File: config.mk
export PLATFORM = sky130hd
export DESIGN_NAME = univ_shift_reg
export DESIGN_NICKNAME = d
export VERILOG_FILES = /design/src/rtl/usr_pkg.sv /design/src/rtl/shift_frame_cnt.sv /design/src/rtl/univ_shift_reg.sv
export SDC_FILE = /design/constraint.sdc
export NUM_CORES = 1
export LEC_CHECK = 0
export CELL_PAD_IN_SITES_DETAIL_PLACEMENT = 1
export CELL_PAD_IN_SITES_GLOBAL_PLACEMENT = 1
export CORE_MARGIN = 2
export CORE_UTILIZATION = 33
export CTS_CLUSTER_DIAMETER = 80
export DETAILED_ROUTE_END_ITERATION = 10
export GPL_ROUTABILITY_DRIVEN = 0
export GPL_TIMING_DRIVEN = 1
export PLACE_DENSITY_LB_ADDON = 0.1
export SYNTH_ARGS = -nofsm -noshare
export SYNTH_HDL_FRONTEND = slang
export SYNTH_SLANG_ARGS = --single-unit
File: constraint.sdc
create_clock -name clk -period 1.8 [get_ports clk]
set_input_delay 0.36 -clock clk [delete_from_list [all_inputs] [get_ports clk]]
set_output_delay 0.36 -clock clk [all_outputs]
set_load 0.005 [all_outputs]
File: src/rtl/usr_pkg.sv
// Shared types for the universal shift register: operation encoding and
// the helper that says which operations advance the word counter.
package usr_pkg;

    typedef enum logic [2:0] {
        HOLD  = 3'd0,
        SHL   = 3'd1,
        SHR   = 3'd2,
        ROL   = 3'd3,
        ROR   = 3'd4,
        LOAD  = 3'd5,
        CLEAR = 3'd6,
        RSVD  = 3'd7
    } mode_e;

    function automatic logic is_shift(input mode_e m);
        return (m == SHL) || (m == SHR) || (m == ROL) || (m == ROR);
    endfunction

endpackage

File: src/rtl/shift_frame_cnt.sv
// Word counter for the shift register: counts shifts modulo WIDTH and emits a
// one-cycle frame pulse on the edge that completes a word.
module shift_frame_cnt #(
    parameter  int WIDTH = 8,
    localparam int CNT_W = $clog2(WIDTH)
) (
    input  logic             clk,
    input  logic             reset,
    input  logic             en_i,
    input  logic             shift_i,
    input  logic             clr_i,
    output logic [CNT_W-1:0] cnt_o,
    output logic             frame_o
);

    localparam logic [CNT_W-1:0] LAST = CNT_W'(WIDTH - 1);

    logic [CNT_W-1:0] cnt_d, cnt_q;
    logic             frame_d, frame_q;

    // frame defaults low so it is a single-cycle pulse regardless of en_i.
    always_comb begin
        cnt_d   = cnt_q;
        frame_d = 1'b0;
        if (en_i) begin
            if (clr_i) begin
                cnt_d = '0;
            end else if (shift_i) begin
                if (cnt_q == LAST) begin
                    cnt_d   = '0;
                    frame_d = 1'b1;
                end else begin
                    cnt_d = cnt_q + CNT_W'(1);
                end
            end
        end
    end

    always_ff @(posedge clk or posedge reset) begin
        if (reset) begin
            cnt_q   <= '0;
            frame_q <= 1'b0;
        end else begin
            cnt_q   <= cnt_d;
            frame_q <= frame_d;
        end
    end

    assign cnt_o   = cnt_q;
    assign frame_o = frame_q;

endmodule

File: src/rtl/univ_shift_reg.sv
// Universal shift register: hold, shift/rotate left/right, parallel load and
// clear, with a word counter that marks each completed WIDTH-shift word.
module univ_shift_reg
    import usr_pkg::*;
#(
    parameter  int               WIDTH     = 8,
    parameter  logic [WIDTH-1:0] RESET_VAL = '0,
    localparam int               CNT_W     = $clog2(WIDTH)
) (
    input  logic             clk,
    input  logic             reset,
    input  logic             en_i,
    input  logic [2:0]       mode_i,
    input  logic             sin_l_i,
    input  logic             sin_r_i,
    input  logic [WIDTH-1:0] load_i,
    output logic [WIDTH-1:0] sr_o,
    output logic             sout_l_o,
    output logic             sout_r_o,
    output logic [CNT_W-1:0] cnt_o,
    output logic             frame_o
);

    mode_e            mode;
    logic [WIDTH-1:0] sr_d, sr_q;
    logic             shift;
    logic             clr;

    always_comb begin
        mode  = mode_e'(mode_i);
        sr_d  = sr_q;
        shift = is_shift(mode);
        clr   = (mode == LOAD) || (mode == CLEAR);
        if (en_i) begin
            case (mode)
                SHL:     sr_d = {sr_q[WIDTH-2:0], sin_l_i};
                SHR:     sr_d = {sin_r_i, sr_q[WIDTH-1:1]};
                ROL:     sr_d = {sr_q[WIDTH-2:0], sr_q[WIDTH-1]};
                ROR:     sr_d = {sr_q[0], sr_q[WIDTH-1:1]};
                LOAD:    sr_d = load_i;
                CLEAR:   sr_d = RESET_VAL;
                default: sr_d = sr_q;  // HOLD and the reserved code
            endcase
        end
    end

    always_ff @(posedge clk or posedge reset) begin
        if (reset) begin
            sr_q <= RESET_VAL;
        end else begin
            sr_q <= sr_d;
        end
    end

    shift_frame_cnt #(
        .WIDTH(WIDTH)
    ) u_cnt (
        .clk     (clk),
        .reset   (reset),
        .en_i    (en_i),
        .shift_i (shift),
        .clr_i   (clr),
        .cnt_o   (cnt_o),
        .frame_o (frame_o)
    );

    assign sr_o     = sr_q;
    assign sout_l_o = sr_q[WIDTH-1];
    assign sout_r_o = sr_q[0];

endmodule
==> metrics.txt, run 1 <==
Slew headroom 67.6%; DR vias/cell 5.50; Starting DRT DRC Count 21; Area growth, synth to finish 40.4%; CP startpoint kind primary input; flop and latch count out of synthesis 12; WP data required 1990 ps; DPL Wire Length 1.99 mm; crit path cell chain clkdlybuf4s50_1 > buf_4 > nor2b_1 > and3_1 > a221oi_2 > o21ai_1; Clk pwr share 17.7%; number of core rows 18; worst reg2reg path depth 6; PortBufs 29; Setup crit end kind flop; DR WL/cell 15.7 um; post-synthesis area per instance 9.23 um^2; yosys warns 0; GR Layer Usage met2 29.6%; post-synthesis sequential area ratio 33.2%; Util after Layout 49.9%; Setup-failing EPs final 0; GRT Max-Usage Layer met2; die area 0.00318 mm^2; fin. max-slew vios 0; worst path bufs/invs 2; Setup CP Type primary input to flop; root buffer cell clkbuf_4; cts repair resizes 0; drt total wl 2.56 mm; Syn Std Cell Area 905 um^2; clock buffer depth 2; RSZ-0062 raised after global routing no; Worst-Skew Late Latency 270 ps; sequential power share 41.8%; Levels on crit path 6; worst slack, placed -63.0 ps; NetSw 294 uW; status finished, final reports clean; Least-Margin Pin Slew 486 ps; Hold Buf Count CTS 0; Die Span Y 56.4 um; max_cap viols 0; Worst EP arrival 1820 ps; fin crit share 90.3%; # diodes 0; first-pass GRT wire length 4.62 mm; Vias 896; largest net degree at the start of global routing 16; DR pass1 iterations 4; CTS tree done; Syn Inst Count 98; syn_nets 116; post-route minimum period 1630 ps; CP Max Fanout 11; met1 Usage GRT 24.5%; Final ANT Viol Nets 0; fillers 316; Int Pwr 611 uW; htree depth 1; pwr dens 712 mW/mm^2; Hold Vio Cnt, Final 0; # IOs 30; TNS Setup 0 ps; Max Fclk 615 MHz; number of global-route vias before repair 947; HP Class primary input to async pin; DRC Markers 0; leakage power 0.535 nW; clk_skew 0.505 ps; combinational fraction of design power 40.5%; # clock sinks 12; TritonCTS buffer count 3; VDD IR max 0.411 mV; CP max stage delay 530 ps; Worst-path clk slew 70 ps; slowest stage cell, crit path clkdlybuf4s50_1; core area 0.00254 mm^2; Post-CTS Setup Repair Bufs 0; met3 usage 4.84%; sw frac 32.5%; Final nets 153; delay-heaviest family, CP buffers and inverters; Chip Width 56.4 um; Synth cell types 35; initial antenna violation count 0; GR Overflow Total 0; PnR worst setup slack 174 ps; layout cell share with drive strength beyond 1 18.0%; Tot GR Track Use 18.6%; Initial Utilization 35.5%
[power by group through the flow]
stage | sequential [mW] | combinational (mW) | clock [mW]
global route | 0.391 | 0.411 | 0.179
detailed placement | 0.383 | 0.368 | 0
floorplan | 0.373 | 0.184 | 0
global placement | 0.380 | 0.355 | 0
finish | 0.378 | 0.367 | 0.160
CTS | 0.378 | 0.371 | 0.169
[flip-flops by register name (all words and copies together) (netlist names)]
register / flops
sr_o: 8
u_cnt.cnt_o: 3
u_cnt.frame_o: 1
[layer usage]
| metal | up-vias | routed length (um) |
|---|---|---|
| li1 | 436 | - |
| met5 | - | 0 |
| met3 | 4 | 113 |
| met4 | 0 | 32 |
| met1 | 434 | 1190 |
| met2 | 22 | 1220 |
[final timing paths]
kind | start | to | slack (ps)
worst max-delay path | mode_i[2] | sr_o[4] | 170
worst max register to register | u_cnt.cnt_o[0] | u_cnt.cnt_o[0] | 350
max in group asynchronous | reset | u_cnt.cnt_o[2] | 1060
min in group clk | sr_o[3] | sr_o[3] | 580
worst min register to register | sr_o[3] | sr_o[3] | 580
worst min-delay path | reset | u_cnt.cnt_o[1] | 410
[layout by cell type (no fill, tap or decap), types with 2 or more instances in the layout]
master,instances
a21o_1,2
clkbuf_4,3
a21oi_1,3
nand2b_1,4
a221oi_1,6
dfrtp_1,12
buf_4,12
o21ai_1,10
and3_1,3
a32oi_1,4
nand3_1,3
nand2_1,10
a221oi_2,2
o21ai_0,3
clkdlybuf4s50_1,29
inv_1,5
nor2_1,3
ha_1,2
[Yosys cell counts]
master    number  share of area (%)
nand2b_1       4                2.8
buf_6          4                5.0
nor2b_1        1               0.69
a21oi_2        1               0.97
a21o_1         2                1.7
nand2_1       10                4.1
mux2_2         1                1.2
a32oi_1        4                3.9
nor2_2         1               0.69
ha_1           2                2.8
o21ai_0        3                1.7
maj3_1         1                1.1
o21bai_4       1                2.1
and3_1         3                2.1
o21ai_1       10                5.5
a211oi_1       1               0.83
a221oi_2       2                3.3
mux2i_1        1                1.1
a21oi_1        3                1.7
o21a_1         1               0.83
buf_4          2                1.7
buf_2          3                1.7
a22o_1         1               0.97
dfrtp_1       12                 33
a221oi_1       6                5.8
nor2_1         3                1.2
nand3_4        1                1.9
and4_1         1               0.97
nand3_1        3                1.7
inv_1          5                2.1
nor3b_1        1               0.83
or3_4          1                1.2
and2_4         1               0.97
o221ai_1       1               0.97
o211ai_1       1               0.83
[worst register-to-register path, cell delays in order, from the launching register on]
cell and delay (ps):
dfrtp_1 430, ha_1 240, ha_1 200, nor2_1 140, a32oi_1 110, a21o_1 180, o21ai_1 70
[layout make-up]
cell class,instances,area [um^2],share of cell area [%]
clock buffer,3,22.5,1.77
tap,30,37.5,2.96
inverter,5,18.8,1.48
sequential,12,300,23.6
timing repair buffer,41,380,30.0
multi-input combinational,72,510,40.2
[through the flow]
| stage | std cells | hold WS [ps] | total power [mW] | instance area, um^2 |
|---|---|---|---|---|
| 2_1_floorplan | 98 | 225 | 0.557 | 905 |
| 3_3_place_gp | 160 | 539 | 0.735 | 1250 |
| 3_5_place_dp | 160 | 564 | 0.752 | 1250 |
| 4_1_cts | 163 | 422 | 0.918 | 1270 |
| 5_1_grt | 163 | 443 | 0.981 | 1270 |
| 6_report | 163 | 408 | 0.905 | 1270 |
[cell families after synthesis]
logic type	count (synthesis)	share of synthesized area, %
multiplexers	2	2.35
AND/OR/NAND/NOR	30	19.2
flip-flops	12	33.2
AO/OA/AOI/OAI	37	31.0
adder cells (fa/ha/maj)	3	3.87
buffers and inverters	14	10.4
Note: power is estimated with default switching activity, not from simulation.
==> run 2: changes to the inputs <==
--- a/config.mk
+++ b/config.mk
@@ -8,11 +8,13 @@
 export CELL_PAD_IN_SITES_DETAIL_PLACEMENT = 1
 export CELL_PAD_IN_SITES_GLOBAL_PLACEMENT = 1
 export CORE_MARGIN = 2
-export CORE_UTILIZATION = 33
+export CORE_UTILIZATION = 45
 export CTS_CLUSTER_DIAMETER = 80
 export DETAILED_ROUTE_END_ITERATION = 10
+export DONT_BUFFER_PORTS = 1
 export GPL_ROUTABILITY_DRIVEN = 0
 export GPL_TIMING_DRIVEN = 1
+export MAX_ROUTING_LAYER = met4
 export PLACE_DENSITY_LB_ADDON = 0.1
 export SYNTH_ARGS = -nofsm -noshare
 export SYNTH_HDL_FRONTEND = slang
==> run 2 against run 1 <==
Compared with the run above:
- register-to-register slack about the same
- die area shrank 25%
- maximum frequency up 13%
- critical path depth unchanged
- hold slack lost 250 ps
- largest cell class unchanged
==> metrics.txt, run 2 (synthesis results as in run 1) <==
root buffer cell clkbuf_4; Cell Count, Final, Fillers Out 121 (-26%); Tot GR Track Use 19.6% (+0.99 points); DPL Wire Length 1.48 mm (-25%); met3 WL 74 um (-35%); Worst Hold Depth 1; sequential power share 49.8% (+8.0 points); Hold Vio Cnt, Final 0 (unchanged); Int Pwr 526 uW (-14%); most frequent cells in the layout dfrtp_1, nand2_1, o21ai_1; Final Hold Slack 158 ps (-250 ps); crit path cell chain ha_1 > ha_1 > nor2_1 > a32oi_1 > a21o_1 > o21ai_1; NetSw 255 uW (-13%); Area growth, synth to finish 0.553%; GR Overflow Total 0 (unchanged); most used cell, CP ha_1; dpl cells 116 (-28%); # clock sinks 12 (unchanged); DRC Markers 0 (unchanged); number of global-route vias before repair 741 (-22%); fin. max-slew vios 0 (unchanged); RSZ-0062 raised after global routing no; max reg flops 8 (unchanged); Crit Reg-Reg Endpoint u_cnt.cnt_o[0]; Chip Width 48.8 um (-13%); pwr dens 859 mW/mm^2 (+21%); Register Area 300 um^2 (unchanged); first-pass GRT wire length 3.62 mm (-22%); Die Span Y 48.8 um (-13%); footprint of the multi-input gates 510 um^2 (unchanged); Setup-failing EPs final 0 (unchanged); DR vias/cell 5.99 (+9.0%); number of core rows 16 (-2); Clk pwr share 28.1% (+10 points); layout cell share with drive strength beyond 1 13.8% (-4.2 points); CP Launch Point u_cnt.cnt_o[0]; Starting DRT DRC Count 4 (-81%); drt total wl 2.00 mm (-22%); sw frac 32.7% (+0.17 points); PortBufs 0 (-100%); initial antenna violation count 0 (unchanged); CTS tree done; Final ANT Viol Nets 0 (unchanged); Setup CP Type flop to flop; clock buffer depth 2 (unchanged); slowest stage cell, crit path dfrtp_1; VDD IR max 0.643 mV (+56%); Worst setup endpoint u_cnt.cnt_o[0]; PnR worst setup slack 365 ps (+190 ps); Worst-Skew Late Latency 270 ps (about the same); WP data required 2000 ps (about the same); HP Class primary input to flop; cts repair resizes 0 (unchanged); clk_skew 1.97 ps (+1.46 ps); Worst-path clk slew 80 ps (about the same); worst slack, placed 381 ps (+444 ps); die area 0.00238 mm^2 (-25%); CP startpoint kind flop; fin crit share 79.7% (-11 points); CP Max Fanout 6 (-5); Vias 725 (-19%); max_cap viols 0 (unchanged); Worst EP arrival 1640 ps (-180 ps); status finished, final reports clean; core area 0.00192 mm^2 (-24%); CP max stage delay 450 ps (-80 ps); TNS Setup 0 ps (unchanged); DR WL/cell 16.6 um (+5.7%); worst reg2reg path depth 6 (unchanged); largest net degree at the start of global routing 21 (+5); most common cell after layout, fill and taps aside dfrtp_1; TritonCTS buffer count 3 (unchanged); setup slack, reg-to-reg 360 ps (about the same); Least-Margin Pin Slew 486 ps (+0.896 ps); fillers 231 (-27%); Initial Utilization 47.1% (+12 points); Slew headroom 67.5% (about the same); Levels on crit path 6 (unchanged); leakage power 0.378 nW (-29%); Max Fclk 697 MHz (+13%); combinational fraction of design power 22.1% (-18 points); Setup crit end kind flop; DP Area 863 um^2 (-31%); Post-Route M1 WL 890 um (-25%); htree depth 1 (unchanged); top layer reached by signal wires met4; Design Area, Final 910 um^2 (-28%); launching point of the worst reg2reg path u_cnt.cnt_o[0]; # diodes 0 (unchanged); worst path bufs/invs 0 (-2); Final nets 113 (-26%); DR pass1 iterations 3 (-1); delay-heaviest family, CP flip-flops; DR WL met2 1.03 mm (-15%); # IOs 30 (unchanged); post-route minimum period 1440 ps (-190 ps)
## run 2: layout make-up
cell class                      count  area share [%]
Multi-Input combinational cell     72            56.1
Sequential cell                    12            33.0
Clock buffer                        4            3.99
Tap cell                           27            3.71
Inverter                            5            2.06
Timing Repair Buffer                1            1.10
## run 2: what timing repair did
action                    CTS  global route
hold buffers                1             0
buffers inserted            0             0
hold endpoints to repair    5             0
## run 2: layer usage
layer | GRT usage (%) | vias to the layer above
met5 | - | -
met4 | 1.43 | 0
met3 | 4.91 | 2
met2 | 33.1 | 16
met1 | 24.9 | 348
li1 | - | 359
## run 2: how the worst min path moves through the flow
stage,from,endpoint
final,en_i,u_cnt.cnt_o[0]
after global placement,reset,sr_o[2]
after floorplan,reset,sr_o[0]
after detailed placement,reset,sr_o[2]
after CTS,en_i,u_cnt.cnt_o[0]
after global routing,en_i,u_cnt.cnt_o[0]
## run 2: metrics by stage
| stage | util (%) | total power, mW |
|---|---|---|
| after floorplan | - | 0.557 |
| after global placement | 44.9 | 0.565 |
| after detailed placement | 44.9 | 0.570 |
| after CTS | 47.3 | 0.794 |
| after global routing | 47.3 | 0.842 |
| final | 47.3 | 0.782 |
## run 2: power groups by stage
stage	clock network [mW]	registers [mW]	logic [mW]
detailed placement	0	0.397	0.173
CTS	0.228	0.391	0.175
global placement	0	0.396	0.169
finish	0.220	0.389	0.173
global route	0.241	0.401	0.200
floorplan	0	0.373	0.184
==> run 3: changes to the inputs <==
==> constraint.sdc (replaced) <==
create_clock -name clk -period 1.45 [get_ports clk]
set_input_delay 0.29 -clock clk [delete_from_list [all_inputs] [get_ports clk]]
set_output_delay 0.29 -clock clk [all_outputs]
set_load 0.005 [all_outputs]
==> run 3 against run 2 <==
Compared with the run above:
- final cell count grew 0.83%
- clock power shrank 9%
- critical path depth is the same
- core utilization grew 0.52 points
- total power grew 18%
- register-to-register slack lost 270 ps
- routed wire length grew 11%
==> metrics.txt, run 3 (synthesis results as in run 1) <==
worst path bufs/invs 0 (unchanged); htree depth 1 (unchanged); HP Class primary input to flop; met3 WL 98 um (+32%); PortBufs 0 (unchanged); Worst-Skew Late Latency 260 ps (about the same); slowest stage cell, crit path dfrtp_1; most used cell, CP ha_1; Setup crit end kind flop; status finished, final reports clean; most common cell after layout, fill and taps aside dfrtp_1; max reg flops 8 (unchanged); CP startpoint kind flop; fin crit share 93.6% (+14 points); number of core rows 16 (unchanged); Setup CP Type flop to flop; Area growth, synth to finish 1.66%; Post-CTS Setup Repair Bufs 0 (unchanged); top layer reached by signal wires met4; Final ANT Viol Nets 0 (unchanged); Worst EP arrival 1550 ps (-90 ps); # IOs 30 (unchanged); Hold Vio Cnt, Final 0 (unchanged); # diodes 0 (unchanged); max_cap viols 0 (unchanged); DRC Markers 0 (unchanged); Starting DRT DRC Count 6 (+2); GR Overflow Total 0 (unchanged); DPL Wire Length 1.67 mm (+13%); Max Fclk 736 MHz (+5.7%); pwr dens 1000 mW/mm^2 (+17%); CTS tree done; dpl cells 118 (+1.7%); largest net degree at the start of global routing 21 (unchanged); Chip Width 48.8 um (unchanged); number of global-route vias before repair 833 (+12%); Final nets 115 (+1.8%); WP data required 1640 ps (-360 ps); initial antenna violation count 0 (unchanged); TritonCTS buffer count 3 (unchanged); Vias 761 (+5.0%); clk_skew 2.32 ps (+0.350 ps); Setup-failing EPs final 0 (unchanged); CP max stage delay 380 ps (-70 ps); Util after Layout 47.9% (+0.52 points); TNS Setup 0 ps (unchanged); Slew headroom 67.8% (+0.25 points); # clock sinks 12 (unchanged); DR pass1 iterations 3 (unchanged); DR vias/cell 6.24 (+4.1%); core area 0.00192 mm^2 (unchanged); Pwr Total 923 uW (+18%); Tot GR Track Use 22.5% (+2.9 points); Least-Margin Pin Slew 483 ps (-3.73 ps); delay-heaviest family, CP adder cells; post-route minimum period 1360 ps (-77.5 ps); leakage power 0.382 nW (+1.1%); DR WL/cell 18.3 um (+10%); drt total wl 2.23 mm (+11%); VDD IR max 0.431 mV (-33%); Worst-path clk slew 70 ps (about the same); DR WL met2 1.20 mm (+16%); CP Max Fanout 2 (-4); clock buffer depth 2 (unchanged); Initial Utilization 47.1% (unchanged); Post-Route M1 WL 915 um (+2.8%); die area 0.00238 mm^2 (unchanged); most frequent cells in the layout dfrtp_1, nand2_1, o21ai_1; layout cell share with drive strength beyond 1 16.8% (+3.0 points); root buffer cell clkbuf_4; Die Span Y 48.8 um (unchanged); fin. max-slew vios 0 (unchanged); Cell Count, Final, Fillers Out 122 (+0.83%); crit path cell chain ha_1 > ha_1 > nor2_2 > a32oi_1 > a21o_1 > o21ai_1; first-pass GRT wire length 4.04 mm (+12%); RSZ-0062 raised after global routing no
## run 3: cell types whose count changed in the layout (fill, tap and decap cells not counted), sizes merged
cell | before | now
buf | 0 | 2
clkbuf | 4 | 3
## run 3: worst paths after layout
| check | cells past startpoint | startpoint | slack, ps | end |
|---|---|---|---|---|
| hold reg to reg | 2 | sr_o[4] | 580 | sr_o[4] |
| setup / recovery | 6 | u_cnt.cnt_o[0] | 90 | u_cnt.cnt_o[0] |
| hold / removal | 1 | en_i | 100 | u_cnt.cnt_o[0] |
| setup reg to reg | 6 | u_cnt.cnt_o[0] | 90 | u_cnt.cnt_o[0] |
| max in group asynchronous | 2 | reset | 640 | u_cnt.cnt_o[1] |
| min in group asynchronous | 2 | reset | 490 | sr_o[4] |
## run 3: power by group
part | total [mW] | switching, mW | internal, mW
clock | 0.201 | 0.105 | 0.0958
sequential | 0.473 | 0.0812 | 0.391
combinational | 0.249 | 0.126 | 0.123
total | 0.923 | 0.312 | 0.610
## run 3: what timing repair did
action                                  CTS  global route
endpoints found under the setup margin    0             1
endpoints found under the hold margin    12             0
hold buffers                              1             0
gates resized for setup                   0             2
## run 3: final cells by class
cell class / count / area, um^2
well taps: 27 / 33.8
flip-flops and latches: 12 / 300
repair buffers: 3 / 25.0
inverters: 5 / 18.8
fillers: 233 / 1000
multi-input cells: 72 / 519
clock buffers: 3 / 22.5
## run 3: layer usage
metal  vias to the layer above  global-route usage [%]
met1                       378                    27.5
met3                         4                    6.13
met5                         -                       -
li1                        362                       -
met2                        17                    36.3
met4                         0                    7.14
## run 3: metrics by stage
stage                     setup WS, ps  hold slack [ps]  instance area [um^2]
final                             92.2             98.6                   920
after CTS                         57.2             87.9                   911
after global routing              14.8             73.9                   920
after floorplan                    121              155                   905
after global placement             171              223                   878
after detailed placement          79.7              228                   878
